==> src/rtl/seg7_text_scroller.sv <==
// Multi-bank 7-segment text engine: appends characters to a buffer and scans them onto BANKS x 4 digits.
// Display outputs are registered one cycle behind the scan index; writes beyond capacity raise a 1-cycle overflow pulse.
module seg7_text_scroller #(
  parameter int BANKS       = 2,
  parameter int BUF_DEPTH   = 16,
  parameter int REFRESH_DIV = 50000,
  parameter int SCROLL_DIV  = 25000000
) (
  input  logic                       clk_i,
  input  logic                       rst_n_i,
  input  logic                       wr_en_i,
  input  logic [6:0]                 wr_char_i,
  input  logic                       clear_i,
  input  logic [1:0]                 mode_i,
  input  logic                       pause_i,
  output logic [7*BANKS-1:0]         segdata_o,
  output logic [4*BANKS-1:0]         segsele_o,
  output logic [BANKS-1:0]           segdp_o,
  output logic [$clog2(BUF_DEPTH):0] count_o,
  output logic                       full_o,
  output logic                       overflow_o
);

  localparam int NDIG = 4 * BANKS;
  localparam int AW   = $clog2(BUF_DEPTH);
  localparam int CW   = AW + 1;
  localparam int PW   = CW + 1;
  localparam int RW   = (REFRESH_DIV > 1) ? $clog2(REFRESH_DIV) : 1;
  localparam int SW   = (SCROLL_DIV > 1) ? $clog2(SCROLL_DIV) : 1;

  typedef enum logic [1:0] {
    ST_EMPTY,
    ST_STATIC,
    ST_SCROLL,
    ST_BLINK
  } state_t;

  state_t               state_q, state_d;
  logic [6:0]           mem [BUF_DEPTH];
  logic [CW-1:0]        count_q;
  logic                 ovf_q;
  logic [RW-1:0]        ref_q;
  logic [1:0]           dig_q;
  logic [SW-1:0]        sc_q;
  logic [AW-1:0]        offset_q;
  logic                 phase_q;
  logic [4*BANKS-1:0]   sele_q, sele_d;
  logic [7*BANKS-1:0]   seg_q, seg_d;
  logic [BANKS-1:0]     dp_q, dp_d;

  logic                 full;
  logic                 wr_ok;
  logic                 ref_wrap;
  logic                 tick;
  logic                 mode_chg;
  logic                 long_text;
  logic [AW-1:0]        offset_nxt;
  logic [PW-1:0]        pos_c;
  logic [PW-1:0]        idx_c;
  logic [6:0]           chr_c;
  logic                 show_c;

  function automatic logic [6:0] glyph(input logic [5:0] c);
    // bit 0 = segment a ... bit 6 = segment g
    case (c)
      6'd0:  glyph = 7'h3F;  6'd1:  glyph = 7'h06;  6'd2:  glyph = 7'h5B;  6'd3:  glyph = 7'h4F;
      6'd4:  glyph = 7'h66;  6'd5:  glyph = 7'h6D;  6'd6:  glyph = 7'h7D;  6'd7:  glyph = 7'h07;
      6'd8:  glyph = 7'h7F;  6'd9:  glyph = 7'h6F;  6'd10: glyph = 7'h77;  6'd11: glyph = 7'h7C;
      6'd12: glyph = 7'h39;  6'd13: glyph = 7'h5E;  6'd14: glyph = 7'h79;  6'd15: glyph = 7'h71;
      6'd16: glyph = 7'h3D;  6'd17: glyph = 7'h76;  6'd18: glyph = 7'h30;  6'd19: glyph = 7'h1E;
      6'd20: glyph = 7'h75;  6'd21: glyph = 7'h38;  6'd22: glyph = 7'h37;  6'd23: glyph = 7'h54;
      6'd24: glyph = 7'h5C;  6'd25: glyph = 7'h73;  6'd26: glyph = 7'h67;  6'd27: glyph = 7'h50;
      6'd28: glyph = 7'h6D;  6'd29: glyph = 7'h78;  6'd30: glyph = 7'h3E;  6'd31: glyph = 7'h1C;
      6'd32: glyph = 7'h2A;  6'd33: glyph = 7'h49;  6'd34: glyph = 7'h6E;  6'd35: glyph = 7'h5B;
      6'd37: glyph = 7'h40;
      default: glyph = 7'h00;
    endcase
  endfunction

  assign full       = (count_q == CW'(BUF_DEPTH));
  assign wr_ok      = wr_en_i && !full && !clear_i;
  assign ref_wrap   = (ref_q == RW'(REFRESH_DIV - 1));
  assign tick       = !pause_i && (sc_q == SW'(SCROLL_DIV - 1));
  assign long_text  = (count_q > CW'(NDIG));
  assign offset_nxt = ((CW'(offset_q) + CW'(1)) >= count_q) ? '0 : offset_q + AW'(1);
  assign mode_chg   = (state_d != state_q);

  always_comb begin
    state_d = ST_EMPTY;
    if (count_q != '0) begin
      case (mode_i)
        2'b01:   state_d = ST_SCROLL;
        2'b10:   state_d = ST_BLINK;
        default: state_d = ST_STATIC;
      endcase
    end
  end

  // Every bank decodes the same scan index; bank b digit d is logical position 4b+d.
  always_comb begin
    sele_d = '0;
    seg_d  = '0;
    dp_d   = '0;
    pos_c  = '0;
    idx_c  = '0;
    chr_c  = '0;
    show_c = 1'b0;
    for (int b = 0; b < BANKS; b++) begin
      sele_d[4*b +: 4] = 4'b0001 << dig_q;
      pos_c = PW'(4 * b) + PW'(dig_q);
      idx_c = pos_c;
      if (state_q == ST_SCROLL && long_text) begin
        idx_c = pos_c + PW'(offset_q);
        if (idx_c >= PW'(count_q)) idx_c = idx_c - PW'(count_q);
      end
      chr_c  = mem[idx_c[AW-1:0]];
      show_c = (state_q != ST_EMPTY) && (idx_c < PW'(count_q)) &&
               !(state_q == ST_BLINK && !phase_q);
      if (show_c) begin
        seg_d[7*b +: 7] = glyph(chr_c[5:0]);
        dp_d[b]         = chr_c[6];
      end
    end
  end

  always_ff @(posedge clk_i) begin
    if (wr_ok) mem[count_q[AW-1:0]] <= wr_char_i;
  end

  always_ff @(posedge clk_i) begin
    if (!rst_n_i) begin
      state_q  <= ST_EMPTY;
      count_q  <= '0;
      ovf_q    <= 1'b0;
      ref_q    <= '0;
      dig_q    <= '0;
      sc_q     <= '0;
      offset_q <= '0;
      phase_q  <= 1'b1;
      sele_q   <= '0;
      seg_q    <= '0;
      dp_q     <= '0;
    end else begin
      state_q <= state_d;
      ovf_q   <= wr_en_i && full && !clear_i;
      if (clear_i)    count_q <= '0;
      else if (wr_ok) count_q <= count_q + CW'(1);

      if (ref_wrap) begin
        ref_q <= '0;
        dig_q <= dig_q + 2'd1;
      end else begin
        ref_q <= ref_q + RW'(1);
      end

      if (mode_chg) begin
        sc_q     <= '0;
        offset_q <= '0;
        phase_q  <= 1'b1;
      end else begin
        if (!pause_i) sc_q <= tick ? '0 : sc_q + SW'(1);
        if (tick && state_q == ST_SCROLL) offset_q <= long_text ? offset_nxt : '0;
        if (tick && state_q == ST_BLINK)  phase_q  <= !phase_q;
      end
      if (clear_i) offset_q <= '0;

      sele_q <= sele_d;
      seg_q  <= seg_d;
      dp_q   <= dp_d;
    end
  end

  assign segdata_o  = seg_q;
  assign segsele_o  = sele_q;
  assign segdp_o    = dp_q;
  assign count_o    = count_q;
  assign full_o     = full;
  assign overflow_o = ovf_q;

endmodule
==> config.mk <==
export PLATFORM = sky130hd
export DESIGN_NAME = seg7_text_scroller
export DESIGN_NICKNAME = d
export VERILOG_FILES = /design/src/rtl/seg7_text_scroller.sv
export SDC_FILE = /design/constraint.sdc
export NUM_CORES = 1
export LEC_CHECK = 0
export CAP_MARGIN = 10
export CORE_MARGIN = 2
export CORE_UTILIZATION = 66
export DETAILED_ROUTE_END_ITERATION = 8
export GPL_TIMING_DRIVEN = 0
export HOLD_SLACK_MARGIN = 0.05
export PLACE_DENSITY = 0.9
export SKIP_LAST_GASP = 1
export SLEW_MARGIN = 20
export SYNTH_ARGS = -nofsm -noshare
export SYNTH_HDL_FRONTEND = slang
export SYNTH_SLANG_ARGS = --single-unit
==> constraint.sdc <==
create_clock -name clk_i -period 12.48 [get_ports clk_i]
set_input_delay 1.872 -clock clk_i [delete_from_list [all_inputs] [get_ports clk_i]]
set_output_delay 1.872 -clock clk_i [all_outputs]
set_load 0.02 [all_outputs]
* Yosys cells after proc, flatten, opt, wreduce, memory -nomap -nowiden
Memories as Yosys holds them, arrays and structs flattened. A register that Yosys moved wholly into a read port is not among the register bits. Cells that the tools add are included. W data, S select, Z words.
Storage, ports and cells: bits in registers 66, memory bits (writable) 112, memory bits (read-only) 896, bits of input ports 14, output and inout bits 31, word-level logic and storage cells 80, memories kept 3
Cells by class: $add $sub $neg 11, $lt $le $gt $ge 6, eq/ne operators 8, shift operators 1, mux-type cells 11, bitwise operators 1, reductions and logical operators 28
Memory list:
- (no name shown) | depth 64, width 7, read ports 1, clocked after memory_dff 1, write ports 0, line 65 | case (c)
- (no name shown) | depth 64, width 7, read ports 1, clocked after memory_dff 1, write ports 0, line 65
- mem | depth 16, width 7, read ports 2, clocked after memory_dff 0, write ports 1, line 39 | logic [6:0] mem [BUF_DEPTH];
Operators with widths (number):
- $add A25 B1 Y25 const B | 1
- $eq A25 B25 Y1 const B | 1
- $mux W25 | 1
- $mux W6 | 4
- $add A16 B1 Y16 const B | 1
- $eq A16 B16 Y1 const B | 1
- $ge A5 B5 Y1 | 3
- $logic_and A1 B1 Y1 | 13
- $lt A6 B5 Y1 | 2
- $sub A5 B5 Y6 | 2
- $mux W4 | 2
- $logic_not A1 Y1 | 7
- $eq A2 B2 Y1 const B | 3
- $reduce_or A2 Y1 | 3
- $add A2 B4 Y5 | 1
- $add A4 B1 Y5 const B | 1
- $add A4 B4 Y5 | 1
- $add A5 B1 Y5 const B | 1
- $eq A5 B5 Y1 const B | 1
- $gt A5 B4 Y1 const B | 1
- $reduce_bool A5 Y1 | 1
- $add A3 B2 Y4 const A | 1
- $add A4 B1 Y4 const B | 1
- $pmux W2 S2 | 1
- other kinds (10) | 12

* Depth between registers and ports, before layout
word-level depth 10, mapped depth 23, mapped depth without buffers 20

* Worst setup path before layout
Ideal clock, no wire load.
kind register to register, start point register dig_q[0], end point register seg_q[10] (netlist: segdata_o[10]), library setup time 73 ps, data arrival time 5300 ps, required time 12407 ps, path slack 7107 ps, stages on the path, launching flop included 23, path buffers 3, clock period less this slack 5373 ps, cells stage by stage dfxtp_1 ha_1 fa_1 xnor2_1 ha_1 and3_1 a221oi_4 mux2_2 o21a_1 buf_2 inv_1 clkbuf_1 ha_1 o21ai_0 a41oi_1 o21a_1 o21ai_0 nor4bb_1 and3b_1 clkbuf_1 o31ai_1 or4_1 o211ai_2
Between the ends: cells in the longest elaborated chain, start to end 10, elaborated cells on any way between the ends 12, those cells by class add/sub (3); order compare (2); mux (2); reduce/logical (4); memory (1)
RTL lines:
- start, declared | line 43 | logic [1:0] dig_q;
- start signal, assigned | line 151 | dig_q <= dig_q + 2'd1;
- $add A3 B2 Y4 * | line 110 | pos_c = PW'(4 * b) + PW'(dig_q);
- $add A4 B4 Y5 | line 113 | idx_c = pos_c + PW'(offset_q);
- $sub A5 B5 Y6 / $ge A5 B5 Y1 (equally long branches) | line 114 | if (idx_c >= PW'(count_q)) idx_c = idx_c - PW'(count_q);
- $mux W6 | line 114
- $mux W6 * | line 112 | if (state_q == ST_SCROLL && long_text) begin
- $lt A6 B5 Y1 | line 117 | show_c = (state_q != ST_EMPTY) && (idx_c < PW'(count_q)) &&
- $logic_and A1 B1 Y1 (2 in a row) | line 117
- $reduce_and A2 Y1 (no line)
- $logic_not A1 Y1 (no line)
- end, declared | line 48 | logic [7*BANKS-1:0] seg_q, seg_d;
Every way passes the cells marked *; elsewhere a longest branch is shown, timed or not. A chain may end at the register's enable or synchronous reset.

* Worst setup path in the final report
Same ends and word-level chain as after synthesis.

==> metrics.md <==
| Metric | Value |
|---|---|
| Slew @ Worst Pin | between 1 and 1.5 ns |
| Synthesized area per cell | a little under 10 sq um |
| Pleak | 0.004672 uW |
| Most common cell in the netlist | nand2_1 |
| Hold WC Path Type | register to register |
| Min Tclk post-route | just under 7 ns |
| CP most frequent cell | ha_1 |
| Max Used Layer | met4 |
| Setup Fix Bufs, Post-CTS | 0 |
| Clk root buf | clkbuf_16 |
| Cells after DPL | around 1400 |
| Violated checks | design-rule violations |
| M1 WL | around 11000 um |
| FF+latch count, synth | 188 |
| Die ar. | approximately 18000 sq um |
| CTS Buffer Depth | 2 |
| Critical Path Max Stage Delay | about 0.56 ns |
| Cell Chain, Critical Path | ha_1, fa_1, xnor2_1, ha_1, and3_1, a221oi_4, mux2_2, o21a_1, buf_2, inv_1, clkbuf_1, ha_1, o21ai_0, a41oi_1, o21a_1, o21ai_0, nor4bb_1, and3b_1, clkbuf_1, o31ai_1, or4_1, o211ai_2 |
| Worst-path clk slew | about 0.07 ns |
| Die height | around 130 um |
| Hold slack | 0.4967 ns |
| Post-DP HPWL | 21560 um |
| Total track usage | between 30% and 40% |
| CTS Hold Bufs | 0 |
| Ranking of synthesized cells by area | edfxtp_1, dfxtp_1, mux2i_1 |
| TNS Setup | 0 ns |
| Synth top area share | between 30% and 40% |
| RSZ-0062 raised after global routing | no |
| Core Util, Final | approximately three quarters |
| H-tree depth | 4 |
| CORE AREA | 16520 sq um |
| Worst Skew | roughly 0.0091 ns |
| PortBufs | 44 |
| Antenna cells | 0 |
| Remaining global-route overflow | 0 |
| Cell Pwr Density | about 100 nW/um^2 |
| DR WL met3 | between 4000 and 5000 um |
| Routability cong. | between 1 and 1.5 |
| Final Hold Fails | 0 |
| Chip width | between 100 and 150 um |
| Arrival time worst endpoint | 7.18 ns |
| Peak supply drop | about 0.00011 V |
| CP delay by family, top | adder cells |
| Drt pass-1 iters | 9 |
| Area Growth Syn to Fin | 11.89% |
| Most instantiated cells after synthesis | nand2_1, edfxtp_1, nor2_1 |
| CP Capture Type | register |
| Number of library cell types mapped by synthesis | between 90 and 100 |
| Post-synthesis sequential area ratio | a little over two fifths |
| Post-route insts no fill | about 1400 |
| Antenna viol nets, final | 0 |
| Vias per cell | about 6.8 |
| Worst skew pair latency | 0.45 ns |
| Mapped Area | 11110 sq um |
| Max Clock Freq | between 0.1 and 0.15 GHz |
| Number of synthesized flops with an enable pin | ~110 |
| Status | complete, but fails checks |
| Worst path bufs/invs | 4 |
| Max Slew Vio Count | 0 |
| CTS tree | done |
| Io pins | 45 |
| Synth Net Count | 1197 |
| Crit path kind | register to register |
| Slowest-stage cell, CP | nor4bb_1 |
| Largest net degree at the start of global routing | 19 |
| Post-route DRC | 4 |
| Number of buffers created by CTS | 17 |
| Post-synthesis cell count | 1136 |
| Post-synth top flop | edfxtp_1 |
| Metal2 WL | ~14000 um |
| Filler cell count | 1076 |
| Slew HR | between 20% and 30% |
| CP Max Fanout | 10 |
| Drt wl/cell | 21.66 um |
| Vias in the first global route | between 8000 and 9000 |
| Initial DRC Count | 1676 |
| Initial Utilization | 67.24% |
| Cell taking the most area after synthesis | edfxtp_1 |
| CTS sink cnt | about 190 |
| Post-cts repair resize count | 0 |
| First-pass GRT wire length | between 40000 and 50000 um |
| Setup crit start kind | register |
| Via count | about 10000 |
| Fraction of layout cells with a size suffix above 1 | ~10% |
| Initial antenna violation count | 0 |
| Yosys synthesis warning count | 0 |
| Nets | 1264 |
| Max Cap Viol | 0 |
| Core Rows | between 40 and 50 |
| Routed WL | a little over 30000 um |
| Part of the cycle the worst path needs | a little over half |
| Finish-stage setup viols | 0 |
| FFs w/ async S/R, synth | 0% |
| WP data required | 12.86 ns |
[stage by stage]
step                      power (uW)  cell area (sq um)  setup WS [ns]
after CTS                       1222              12430          5.557
after detailed placement       726.3              11880          5.630
after global placement         724.0              11830          5.729
after floorplan                706.0              11110          7.107
final                           1226              12430          5.677
after global routing            1252              12430          5.476
[where the power goes]
part	internal [uW]	total [uW]	leakage [uW]	switching (uW)
combinational	18.8	51.4	0.00278	32.6
clock	260	512	0.000268	251
sequential	660	663	0.00162	3.46
total	939	1230	0.00467	287
[cell usage in the layout, fill, tap and decap left out, types with 27 or more instances in the layout]
cell	n
ha_1	45
nor2_1	108
clkdlybuf4s50_1	44
nand3_1	40
inv_1	39
xor2_1	28
dfxtp_1	76
mux2i_1	69
edfxtp_1	112
a21oi_1	53
buf_2	27
nand2_1	159
xnor2_1	28
[layout make-up]
class | instances | area [sq um] | area share (%)
Sequential cell | 188 | 4885 | 39.29
Tap cell | 220 | 275.3 | 2.214
Timing Repair Buffer | 48 | 470.5 | 3.784
Buffer | 57 | 344.1 | 2.767
Inverter | 44 | 168.9 | 1.359
Multi-Input combinational cell | 847 | 5746 | 46.21
Clock buffer | 19 | 432.9 | 3.482
Clock inverter | 13 | 111.4 | 0.8956
[registers in the layout, summed over array words and instances (netlist names)]
signal      count
segsele_o       4
phase_q         1
count_o         5
sc_q           25
segdata_o      14
dig_q           2
overflow_o      1
state_q         2
ref_q          16
segdp_o         2
offset_q        4
mem           112
[cell families (layout without fill, tap and decap cells)]
family	count (synthesis)	after routing	synth area share [%]
adders and majority gates	47	47	5.427
DFF	188	188	43.96
and+or+nand+nor	447	447	19.38
buffers and inverters	101	181	4.616
xor gates and xnor gates	56	56	4.414
AOI/OAI and AO/OA	216	216	14.60
muxes	81	81	7.600
[worst paths after layout]
kind,slack (ns),to,cells past startpoint,startpoint
worst max-delay path,5.68,segdata_o[10]$_SDFF_PN0_,22,dig_q[0]$_SDFFE_PN0P_
worst min-delay path,0.50,ref_q[0]$_SDFF_PP0_,1,ref_q[0]$_SDFF_PP0_
worst max register to register,5.68,segdata_o[10]$_SDFF_PN0_,22,dig_q[0]$_SDFFE_PN0P_
worst min register to register,0.50,ref_q[0]$_SDFF_PP0_,1,ref_q[0]$_SDFF_PP0_
[routing by layer]
layer  vias up  global-route usage (%)
met3       188                   9.741
met2       764                   52.93
met5         -                       0
li1       4322                       -
met1      4463                   44.70
met4         0                   20.51
[worst reg2reg max path, cell delays in order, from the launching register on]
cell and delay, ns:
dfxtp_1 0.45, ha_1 0.31, fa_1 0.43, xnor2_1 0.54
ha_1 0.40, and3_1 0.21, a221oi_4 0.42, mux2_2 0.38
o21a_1 0.17, buf_2 0.20, inv_1 0.12, clkbuf_1 0.46
ha_1 0.34, o21ai_0 0.14, a41oi_1 0.06, o21a_1 0.21
o21ai_0 0.15, nor4bb_1 0.56, and3b_1 0.24, clkbuf_1 0.26
o31ai_1 0.13, or4_1 0.46, o211ai_2 0.10
(Power assumes the default switching activity.)
